### src/rtl/divider_seq_if.sv
// Handshake and data bundle for divider_seq: start/mode/operands in, results/status out.
interface divider_seq_if #(
  parameter int WIDTH = 32
);
  logic             ctrl_DIV;
  logic             signed_mode;
  logic [WIDTH-1:0] data_operandA;
  logic [WIDTH-1:0] data_operandB;
  logic [WIDTH-1:0] data_quotient;
  logic [WIDTH-1:0] data_remainder;
  logic             data_exception;
  logic             data_resultRDY;
  logic             busy;

  modport master (
    output ctrl_DIV, signed_mode, data_operandA, data_operandB,
    input  data_quotient, data_remainder, data_exception, data_resultRDY, busy
  );

  modport slave (
    input  ctrl_DIV, signed_mode, data_operandA, data_operandB,
    output data_quotient, data_remainder, data_exception, data_resultRDY, busy
  );
endinterface

### src/rtl/divider_seq.sv
// Multi-cycle signed/unsigned integer divider, one non-restoring step per clock.
module divider_seq #(
  parameter int WIDTH = 32
) (
  input logic          clock,
  input logic          reset,
  divider_seq_if.slave bus
);
  localparam int CW = $clog2(WIDTH);

  typedef enum logic [1:0] {IDLE, RUN, FIX} state_t;

  state_t             state, state_nxt;
  logic [2*WIDTH:0]   pr, pr_nxt;
  logic [WIDTH-1:0]   mag_b, mag_b_nxt;
  logic [WIDTH-1:0]   a_raw, a_raw_nxt;
  logic               sq, sq_nxt, sr, sr_nxt, div0, div0_nxt;
  logic [CW-1:0]      count, count_nxt;
  logic [WIDTH-1:0]   quot, quot_nxt, rem, rem_nxt;
  logic               exc, exc_nxt, rdy, rdy_nxt;

  logic               sa, sb;
  logic [WIDTH-1:0]   mag_a;
  logic [WIDTH:0]     hi, hi_new, rem_fix;

  always_ff @(posedge clock) begin
    if (reset) begin
      state <= IDLE;
      pr    <= '0;
      mag_b <= '0;
      a_raw <= '0;
      sq    <= 1'b0;
      sr    <= 1'b0;
      div0  <= 1'b0;
      count <= '0;
      quot  <= '0;
      rem   <= '0;
      exc   <= 1'b0;
      rdy   <= 1'b0;
    end else begin
      state <= state_nxt;
      pr    <= pr_nxt;
      mag_b <= mag_b_nxt;
      a_raw <= a_raw_nxt;
      sq    <= sq_nxt;
      sr    <= sr_nxt;
      div0  <= div0_nxt;
      count <= count_nxt;
      quot  <= quot_nxt;
      rem   <= rem_nxt;
      exc   <= exc_nxt;
      rdy   <= rdy_nxt;
    end
  end

  always_comb begin
    state_nxt = state;
    pr_nxt    = pr;
    mag_b_nxt = mag_b;
    a_raw_nxt = a_raw;
    sq_nxt    = sq;
    sr_nxt    = sr;
    div0_nxt  = div0;
    count_nxt = count;
    quot_nxt  = quot;
    rem_nxt   = rem;
    exc_nxt   = exc;
    rdy_nxt   = 1'b0;
    sa        = bus.signed_mode & bus.data_operandA[WIDTH-1];
    sb        = bus.signed_mode & bus.data_operandB[WIDTH-1];
    mag_a     = sa ? -bus.data_operandA : bus.data_operandA;
    hi        = pr[2*WIDTH-1:WIDTH-1];
    hi_new    = pr[2*WIDTH] ? hi + {1'b0, mag_b} : hi - {1'b0, mag_b};
    rem_fix   = pr[2*WIDTH] ? pr[2*WIDTH:WIDTH] + {1'b0, mag_b} : pr[2*WIDTH:WIDTH];

    // A start pulse wins over any in-flight state, silently abandoning it.
    if (bus.ctrl_DIV) begin
      a_raw_nxt = bus.data_operandA;
      mag_b_nxt = sb ? -bus.data_operandB : bus.data_operandB;
      sq_nxt    = sa ^ sb;
      sr_nxt    = sa;
      div0_nxt  = (bus.data_operandB == '0);
      pr_nxt    = {{(WIDTH+1){1'b0}}, mag_a};
      count_nxt = '0;
      state_nxt = (bus.data_operandB == '0) ? FIX : RUN;
    end else begin
      case (state)
        RUN: begin
          // Remainder stays within (-|B|, |B|), so W+1 bits wrap harmlessly.
          pr_nxt    = {hi_new, pr[WIDTH-2:0], ~hi_new[WIDTH]};
          count_nxt = count + 1'b1;
          if (count == CW'(WIDTH-1)) state_nxt = FIX;
        end
        FIX: begin
          quot_nxt  = div0 ? '1    : (sq ? -pr[WIDTH-1:0] : pr[WIDTH-1:0]);
          rem_nxt   = div0 ? a_raw : (sr ? -rem_fix[WIDTH-1:0] : rem_fix[WIDTH-1:0]);
          exc_nxt   = div0;
          rdy_nxt   = 1'b1;
          state_nxt = IDLE;
        end
        default: ;
      endcase
    end
  end

  assign bus.data_quotient  = quot;
  assign bus.data_remainder = rem;
  assign bus.data_exception = exc;
  assign bus.data_resultRDY = rdy;
  assign bus.busy           = (state != IDLE);
endmodule
### src/flat_wrapper.sv
// flat-port wrapper written by rule: the top's interface ports become plain ports
module divider_seq_flat 
#(
  parameter int WIDTH = 32
)
  (clock, reset, bus_ctrl_DIV, bus_signed_mode, bus_data_operandA, bus_data_operandB, bus_data_quotient, bus_data_remainder, bus_data_exception, bus_data_resultRDY, bus_busy);
  divider_seq_if #(.WIDTH(WIDTH)) bus_i ();
  input logic clock;
  input logic reset;
  input wire logic [$bits(bus_i.ctrl_DIV)-1:0] bus_ctrl_DIV;
  input wire logic [$bits(bus_i.signed_mode)-1:0] bus_signed_mode;
  input wire logic [$bits(bus_i.data_operandA)-1:0] bus_data_operandA;
  input wire logic [$bits(bus_i.data_operandB)-1:0] bus_data_operandB;
  output wire logic [$bits(bus_i.data_quotient)-1:0] bus_data_quotient;
  output wire logic [$bits(bus_i.data_remainder)-1:0] bus_data_remainder;
  output wire logic [$bits(bus_i.data_exception)-1:0] bus_data_exception;
  output wire logic [$bits(bus_i.data_resultRDY)-1:0] bus_data_resultRDY;
  output wire logic [$bits(bus_i.busy)-1:0] bus_busy;
  assign bus_i.ctrl_DIV = bus_ctrl_DIV;
  assign bus_i.signed_mode = bus_signed_mode;
  assign bus_i.data_operandA = bus_data_operandA;
  assign bus_i.data_operandB = bus_data_operandB;
  assign bus_data_quotient = bus_i.data_quotient;
  assign bus_data_remainder = bus_i.data_remainder;
  assign bus_data_exception = bus_i.data_exception;
  assign bus_data_resultRDY = bus_i.data_resultRDY;
  assign bus_busy = bus_i.busy;
  divider_seq #(.WIDTH(WIDTH)) u_core (.clock(clock), .reset(reset), .bus(bus_i));
endmodule
### config.mk
export PLATFORM = sky130hd
export DESIGN_NAME = divider_seq_flat
export DESIGN_NICKNAME = d
export VERILOG_FILES = /design/src/rtl/divider_seq_if.sv /design/src/rtl/divider_seq.sv /design/src/flat_wrapper.sv
export SDC_FILE = /design/constraint.sdc
export NUM_CORES = 1
export LEC_CHECK = 0
export ABC_AREA = 1
export CORE_MARGIN = 2
export CORE_UTILIZATION = 54
export CTS_CLUSTER_SIZE = 12
export DETAILED_ROUTE_END_ITERATION = 12
export GPL_TIMING_DRIVEN = 0
export HOLD_SLACK_MARGIN = 0.08
export PLACE_DENSITY = 0.78
export SYNTH_ARGS = -nofsm -noshare
export SYNTH_HDL_FRONTEND = slang
export SYNTH_SLANG_ARGS = --single-unit
### constraint.sdc
create_clock -name clock -period 3.49 [get_ports clock]
set_input_delay 0.698 -clock clock [delete_from_list [all_inputs] [get_ports clock]]
set_output_delay 0.698 -clock clock [all_outputs]
set_load 0.01 [all_outputs]
==> results.txt, run 1 <==
core footprint -> 29400 sq um
RSZ-0062 raised after global routing -> yes
part of the power in combinational logic -> 32.6%
violated checks -> setup timing
fin util -> 67.6%
routability congestion estimate -> 0.993
clk_lat worst skew -> 0.57 ns
synthesized cell area -> 16000 sq um
hold path startpoint -> u_core.a_raw[4]$_SDFFE_PP0P_
CP Max Fanout -> 3
die area -> 31100 sq um
Worst Slack Setup Final -> -0.571 ns
DR vias -> 18720
DRC -> 0
grt ovf -> 0
site row count -> 63
switching power -> 2.91 mW
final hold violations -> 0
layout cell share with drive strength beyond 1 -> 11.8%
TritonCTS Buffers -> 25
mux contribution to synthesized area -> 0%
crit path launch type -> flip-flop
Worst-Margin Slew -> 0.836 ns
cell repeated most along the worst path -> nand2_2
Worst-path clk slew -> 0.06 ns
htree depth -> 1
CP max stage delay -> 0.37 ns
worst min path class -> reg2reg
slew margin rel. -> 44.3%
DP Worst Slack -> -1.07 ns
Yosys warnings -> 0
Sw Share -> 36.5%
pwr/cell area -> 401 nW/um^2
Setup Viol. Count Final -> 12
synth cell count leaders -> 608 x nand2_1, 412 x inv_1, 235 x nor2_1
WHS -> 0.468 ns
buffer depth of the longest clock path -> 3
Seq pwr share -> 33.1%
sequential cell area fraction in the yosys report -> 25.6%
Critical Path Sink Type -> flip-flop
P_int -> 5.06 mW
Initial Util -> 54.5%
initial drt markers -> 2158
fin area -> 19900 sq um
Crit-path slowest cell -> ha_1
Synth top area share -> 25.6%
width of the die -> 176 um
final std cells w/o fill -> 3208
WP data arrival -> 4.55 ns
largest net degree at the start of global routing -> 20
Mapped Cells -> 2593
placed cell area -> 17900 sq um
Crit Path Class -> reg2reg
antenna violations before repair -> 1
FMAX -> 0.246 GHz
Inst Count DP -> 3115
Post-Synth Simple-Gate Area -> 31.8%
WP data required -> 3.98 ns
Synth async-reset ratio -> 0%
#FFs+latches synth -> 205
Worst Setup SP -> u_core.mag_b[0]$_SDFFE_PP0P_
largest family of logic cells by synthesized area -> simple AND/OR/NAND/NOR gates
syn avg cell area -> 6.18 sq um
Post-synth EDFFs -> 0
syn_nets -> 2733
drt first pass iters -> 7
status -> finished, violations left
Tot Pwr -> 7.97 mW
Num Clock Sinks -> 205
Max Slew Vio Count -> 0
# port buffers -> 132
post-synth top area cell -> dfxtp_1
fin nets -> 2939
Leak -> 9.41 nW
# IOs -> 135
Synth Area in Compound Gates -> 19.8%
first-pass GRT wire length -> 92500 um
Post-DP HPWL -> 49000 um
area added between synthesis and finish -> 24.0%
# Max-Cap Violations -> 0
Clk network pwr share -> 34.3%
CTS tree -> done
antenna viol nets, final -> 0
count of different cell masters after synthesis -> 61
DRT Wirelength -> 61600 um
clk_skew -> 0.0261 ns
Synth Flop Type -> dfxtp_1
vias in the first global route -> 16931
Vias/cell -> 5.84
top-count cell post-synth -> nand2_1
Final Cycle Share -> 116%
Routed WL per cell -> 19.2 um
Adder-Cell Fraction of Synth Area -> 5.72%
Peak VDD IR -> 425 uV
post-route setup TNS -> -4.42 ns
GRT Overall Usage -> 38.3%
cts hold-fix bufs -> 0
XOR/XNOR Fraction of Synth Area -> 4.70%
chip height -> 176 um
worst r2r src -> u_core.mag_b[0]$_SDFFE_PP0P_
Final min period -> 4.06 ns
clk root buf -> clkbuf_16
leading post-synthesis cells by cell area -> dfxtp_1 26%, nand2_1 14%, inv_1 9.7%
metal layers:
metal	vias to the layer above	global-route usage [%]	routed length, um
li1	8879	-	-
met5	-	0	13
met4	2	12.1	1820
met1	8632	55.5	26900
met2	1065	56.8	25600
met3	142	7.62	7280
layout make-up:
| cell class | instances | area [sq um] |
|---|---|---|
| tap | 390 | 488 |
| multi-input combinational | 1869 | 10700 |
| inverter | 426 | 1610 |
| antenna | 1 | 2.50 |
| clock inverter | 10 | 129 |
| sequential | 205 | 4110 |
| timing repair buffer | 180 | 1730 |
| buffer | 92 | 398 |
| clock buffer | 35 | 733 |
| fill | 2625 | 9530 |
worst max-delay path, delay by kind of cell, from the launching register on:
family | cells | cell delay [ns]
flops | 1 | 0.36
compound gates | 5 | 0.80
fa+ha+maj | 2 | 0.51
simple gates | 15 | 1.84
xor+xnor | 1 | 0.11
buf+inv | 5 | 0.38
layout by cell type, fill, tap and decap left out, types with 11 or more instances in the layout:
master,instances
nand2_1,579
inv_1,402
nor2_1,223
dfxtp_1,201
a21oi_1,183
nand3_1,159
o21ai_0,141
clkdlybuf4s50_1,132
clkbuf_1,78
xor2_1,61
ha_1,56
nand2_2,46
buf_4,36
o22ai_1,36
o211ai_1,32
o21ai_1,26
o221ai_1,26
nand4_1,25
nor3_1,25
clkbuf_16,25
a21oi_2,24
o21ai_2,18
buf_6,17
inv_2,17
xnor2_1,16
nor2_2,15
nor3_2,14
nor2_4,13
or2_2,12
ha_4,11
final timing paths:
path	end	slack (ns)	depth (start not counted)
hold reg to reg	u_core.a_raw[4]$_SDFFE_PP0P_	0.47	2
hold / removal	u_core.a_raw[4]$_SDFFE_PP0P_	0.47	2
setup reg to reg	u_core.pr[61]$_SDFFE_PP0P_	-0.57	28
setup / recovery	u_core.pr[61]$_SDFFE_PP0P_	-0.57	28
power groups by stage:
| stage | Clock [mW] | Combinational (mW) | Sequential [mW] |
|---|---|---|---|
| final | 2.73 | 2.60 | 2.64 |
| after global routing | 2.82 | 2.83 | 2.64 |
| after CTS | 2.72 | 2.32 | 2.62 |
| after detailed placement | 0 | 2.12 | 2.67 |
| after global placement | 0 | 2.09 | 2.67 |
| after floorplan | 0 | 1.49 | 2.60 |
sequential cells by signal, indices dropped and copies added (netlist names), 2 cells and up:
register,flops
u_core.bus.data_quotient,32
u_core.state,2
u_core.bus.data_remainder,32
u_core.a_raw,32
u_core.count,5
u_core.pr,65
u_core.mag_b,32
what timing repair did:
| item | CTS | global route |
|---|---|---|
| pin swaps | 30 | 54 |
| buffers inserted | 30 | 20 |
| gates resized for setup | 84 | 113 |
| setup endpoints to repair | 26 | 34 |
cell families (layout without fill, tap and decap cells):
family / Yosys count / after routing
and+or+nand+nor: 1164 / 1164
adders and majority gates: 72 / 72
buffers and inverters: 519 / 743
AOI/OAI and AO/OA: 547 / 547
xor gates and xnor gates: 86 / 86
DFF: 205 / 205
other: 0 / 1
Note: power is estimated with default switching activity, not from simulation.
==> inputs of run 2 (changes only) <==
Settings changed: CORE_ASPECT_RATIO set to 1.4, CORE_UTILIZATION 54 to 25, PLACE_DENSITY 0.78 to unset.
==> run 2 against run 1 <==
Net effect: the flow still finishes with violations (setup timing); sequential share of layout area decreased by 0.42 points; sequential power about the same; critical endpoint is now u_core.pr[62]$_SDFFE_PP0P_; die area increased by 110%.
==> results.txt, run 2 (synthesis gave the netlist of run 1 again) <==
CP max stage delay -> 0.37 ns
DR vias -> 17901
Max Slew Vio Count -> 0
CP Max Fanout -> 3
width of the die -> 218 um
die area -> 66200 sq um
layout cell share with drive strength beyond 1 -> 11.6%
GRT Overall Usage -> 18.7%
Crit-path slowest cell -> dfxtp_4
Worst Setup SP -> u_core.mag_b[1]$_SDFFE_PP0P_
clk_lat worst skew -> 0.57 ns
final hold violations -> 0
area added between synthesis and finish -> 26.6%
antenna viol nets, final -> 0
Critical Path Sink Type -> flip-flop
largest net degree at the start of global routing -> 20
clk root buf -> clkbuf_16
GR peak layer -> met2
DRC -> 0
CTS tree -> done
WHS -> 0.465 ns
site row count -> 109
WP data arrival -> 4.45 ns
buffer depth of the longest clock path -> 3
worst r2r src -> u_core.mag_b[1]$_SDFFE_PP0P_
diode count -> 0
DP Worst Slack -> -1.04 ns
Inst Count DP -> 3557
WP data required -> 4.01 ns
chip height -> 304 um
Setup Viol. Count Final -> 19
core footprint -> 63300 sq um
# port buffers -> 132
Leak -> 9.40 nW
worst min path class -> reg2reg
crit-path cells -> nor3_4, nand3_2, nor3_4, nand4_1, nand3b_1, nor3_2, nand2_2, nor3_4, nand4_1, nand2_2, buf_4, nand2_1, nand2_1, nand2_2, ha_4, nand2_2, nor3_4, nand2_1, o211ai_1, a31o_2, xor2_1, o21ai_1, inv_1
final std cells w/o fill -> 3651
fin nets -> 2943
Routed WL per cell -> 17.6 um
routability congestion estimate -> 0.931
Biggest register -> u_core.pr
hold path startpoint -> u_core.a_raw[5]$_SDFFE_PP0P_
most common cell after layout, fill and taps aside -> nand2_1
initial drt markers -> 1488
Largest register FFs -> 65
htree depth -> 1
vias in the first global route -> 16678
first-pass GRT wire length -> 95300 um
clk_skew -> 0.0338 ns
antenna violations before repair -> 0
status -> finished, violations left
met3 usage -> 1.95%
Vias/cell -> 4.90
TritonCTS Buffers -> 24
Crit Path Class -> reg2reg
global routing met2 resource utilization -> 34.2%
RSZ-0062 raised after global routing -> yes
grt ovf -> 0
Worst-Margin Slew -> 0.836 ns
violated checks -> setup timing
Post-DP HPWL -> 52300 um
drt first pass iters -> 6
Worst Slack Setup Final -> -0.439 ns
# Max-Cap Violations -> 0
DRT Wirelength -> 64400 um
Peak VDD IR -> 319 uV
# IOs -> 135
FMAX -> 0.255 GHz
most frequent cells in the layout -> 579 x nand2_1, 404 x inv_1, 225 x nor2_1, 201 x dfxtp_1, 186 x a21oi_1
Worst-path clk slew -> 0.06 ns
slew margin rel. -> 44.1%
crit path launch type -> flip-flop
met1 Use GR -> 20.8%
Final min period -> 3.93 ns
Initial Util -> 25.3%
Num Clock Sinks -> 205
pwr/cell area -> 389 nW/um^2
Final Cycle Share -> 113%
## run 2: path summary, 6_finish.rpt
path / to / slack [ns] / cells past startpoint
worst max register to register: u_core.pr[62]$_SDFFE_PP0P_ / -0.44 / 23
worst min register to register: u_core.a_raw[5]$_SDFFE_PP0P_ / 0.47 / 2
worst max-delay path: u_core.pr[62]$_SDFFE_PP0P_ / -0.44 / 23
worst min-delay path: u_core.a_raw[5]$_SDFFE_PP0P_ / 0.47 / 2
## run 2: layer usage
| metal | share of wire [%] | routed length (um) |
|---|---|---|
| met1 | 38 | 24700 |
| met4 | 6.6 | 4220 |
| met5 | 0 | 0 |
| met2 | 50 | 32400 |
| met3 | 4.8 | 3110 |
## run 2: cell type report
cell class,instances,area [sq um]
Tap cell,832,1040
Multi-Input combinational cell,1869,10600
Timing Repair Buffer,185,1740
Sequential cell,205,4110
Clock inverter,8,109
Buffer,92,387
Inverter,426,1610
Clock buffer,34,708
Fill cell,6957,43000
## run 2: timing repair
action | 4_1_cts | 5_1_grt
pin swaps | 33 | 52
setup endpoints to repair | 26 | 33
hold buffers | 0 | 0
gates resized for setup | 73 | 97
buffers inserted | 33 | 22
## run 2: stage by stage
stage	TNS [ns]	utilization [%]	total power, mW	instance area, sq um
detailed placement	-17.03	29.1	4.81	18400
finish	-4.83	32.1	7.90	20300
global route	-9.80	32.1	8.26	20300
CTS	-2.66	31.3	7.67	19800
floorplan	-0.0157	-	4.09	16100
global placement	-16.79	29.1	4.80	18400
## run 2: worst max-delay path: cells and delay by family (launching register included)
kind	cells	cell delay, ns
AND/OR/NAND/NOR	16	2.25
AO/OA/AOI/OAI	3	0.59
flip-flops	1	0.37
adder cells (fa/ha/maj)	1	0.29
buffers and inverters	2	0.21
XOR/XNOR	1	0.16
## run 2: power by group
group	switching, mW	internal [mW]	total (mW)	leakage (nW)
Clock	1.10	1.56	2.66	0.405
Sequential	0.161	2.46	2.63	1.68
Combinational	1.62	0.987	2.61	7.31
Total	2.89	5.01	7.90	9.40
==> inputs of run 3 (changes only) <==
Clock period 3.49 ns to 4.6 ns, I/O delays scaled along.
==> run 3 against run 2 <==
Net effect: the flow now finishes without violations; clock skew down 0.013 ns; sequential share of layout area up 1.1 points; first-iteration DRC count down 19%; sequential power down 24%; register-to-register slack better by 0.81 ns; via count down 1.4%; clock power down 27%.
==> results.txt, run 3 (synthesis gave the netlist of run 1 again) <==
status -> completed
pwr/cell area -> 291 nW/um^2
routability congestion estimate -> 0.933
clk_skew -> 0.0206 ns
Worst-path clk slew -> 0.06 ns
final hold violations -> 0
r2r worst-path depth -> 17
width of the die -> 218 um
Critical Path Sink Type -> flip-flop
area added between synthesis and finish -> 20.0%
DRT Wirelength -> 63100 um
Max Slew Vio Count -> 0
layout cell share with drive strength beyond 1 -> 5.78%
Largest register FFs -> 65
Leak -> 9.00 nW
Initial Util -> 25.3%
Biggest register -> u_core.pr
Inst Count DP -> 3557
Vias/cell -> 4.91
DR vias -> 17654
site row count -> 109
core footprint -> 63300 sq um
buffer depth of the longest clock path -> 3
crit path launch type -> flip-flop
DRC -> 0
clk root buf -> clkbuf_16
final std cells w/o fill -> 3599
cell repeated most along the worst path -> a21oi_1
Worst Setup SP -> u_core.pr[64]$_SDFFE_PP0P_
DP Worst Slack -> -0.0433 ns
CP max stage delay -> 0.45 ns
Peak VDD IR -> 230 uV
Worst Slack Setup Final -> 0.368 ns
hold path startpoint -> u_core.a_raw[7]$_SDFFE_PP0P_
CP Max Fanout -> 19
Routed WL per cell -> 17.5 um
Filler cells -> 7148
flop2flop setup slack -> 0.37 ns
chip height -> 304 um
drt first pass iters -> 6
vias in the first global route -> 16473
Num Clock Sinks -> 205
reg2reg end -> u_core.pr[54]$_SDFFE_PP0P_
Crit-path slowest cell -> buf_2
first-pass GRT wire length -> 94200 um
antenna violations before repair -> 0
WP data required -> 5.02 ns
delay-heaviest family, CP -> compound AO/OA/AOI/OAI gates
WP data arrival -> 4.66 ns
# IOs -> 135
# Max-Cap Violations -> 0
fin util -> 30.4%
worst r2r src -> u_core.pr[64]$_SDFFE_PP0P_
most frequent cells in the layout -> 607 x nand2_1, 412 x inv_1, 234 x nor2_1, 204 x dfxtp_1, 202 x a21oi_1
initial drt markers -> 1207
crit-path cells -> buf_6, buf_2, clkbuf_1, nor2_1, xor2_1, ha_1, a21oi_1, a21boi_0, nand2_1, a21oi_1, o21ai_0, a21oi_1, inv_1, a21oi_1, xnor2_1, o21ai_0, inv_1
die area -> 66200 sq um
GRT Overall Usage -> 18.5%
CTS tree -> done
TritonCTS Buffers -> 24
worst min path class -> reg2reg
worst hold stages -> 2
clk_lat worst skew -> 0.55 ns
grt ovf -> 0
cts hold-fix bufs -> 0
fin nets -> 2890
htree depth -> 1
antenna viol nets, final -> 0
WHS Endpoint -> u_core.a_raw[7]$_SDFFE_PP0P_
Tot Pwr -> 5.59 mW
Post-DP HPWL -> 52500 um
largest net degree at the start of global routing -> 20
Final Cycle Share -> 92.0%
# port buffers -> 132
Setup Viol. Count Final -> 0
Final min period -> 4.23 ns
Worst-Margin Slew -> 1.00 ns
Crit Path Class -> reg2reg
crit path buf inv count -> 5
most common cell after layout, fill and taps aside -> nand2_1
slew margin rel. -> 32.8%
FMAX -> 0.236 GHz
diode count -> 0
[run 3: power by group]
part / switching (mW) / internal (mW) / total (mW)
Clock: 0.819 / 1.12 / 1.94
Sequential: 0.120 / 1.87 / 1.99
Combinational: 1.09 / 0.577 / 1.66
Total: 2.02 / 3.57 / 5.59
[run 3: repair_timing]
item                                   in CTS  in global routing
resized for setup                           0                 16
setup endpoints to repair                   2                 11
pin swaps                                   0                  5
endpoints found under the hold margin       0                  0
setup buffers                               0                  1
[run 3: cell type report]
type	count	area (sq um)	area share, %
clock inverters	4	60.1	0.312
inverters	426	1600	8.33
plain buffers	91	365	1.90
clock buffers	39	717	3.73
flip-flops and latches	205	4110	21.4
well taps	832	1040	5.41
multi-input cells	1869	10000	52.0
repair buffers	133	1330	6.91
[run 3: worst max-delay path by stage]
stage	slack [ns]	to	cells after the start
5_1_grt	-0.05	u_core.pr[61]$_SDFFE_PP0P_	28
4_1_cts	0.08	u_core.pr[64]$_SDFFE_PP0P_	24
3_5_place_dp	-0.04	u_core.pr[64]$_SDFFE_PP0P_	16
2_1_floorplan	1.05	u_core.pr[62]$_SDFFE_PP0P_	25
6_report	0.37	u_core.pr[54]$_SDFFE_PP0P_	17
3_3_place_gp	-0.05	u_core.pr[64]$_SDFFE_PP0P_	16
[run 3: worst min-delay path, cell delays in order (launching register included)]
cell     delay, ns
dfxtp_1       0.31
nand2_1       0.06
a21oi_1       0.05
[run 3: stage by stage]
step | hold WS [ns] | TNS [ns] | instance area (sq um)
floorplan | 0.437 | 0 | 16000
detailed placement | 0.451 | -0.0620 | 18400
CTS | 0.465 | 0 | 19200
finish | 0.465 | 0 | 19200
global route | 0.476 | -0.0453 | 19200
global placement | 0.445 | -0.0676 | 18400
[run 3: layer usage]
metal  track usage [%]  up-vias  part of all wire (%)
met4              10.4        0                   6.2
met3              1.75      165                   4.0
met1              20.5     8179                    39
met2              34.2      514                    51
li1                  -     8796                     -
met5                 0        -                     0
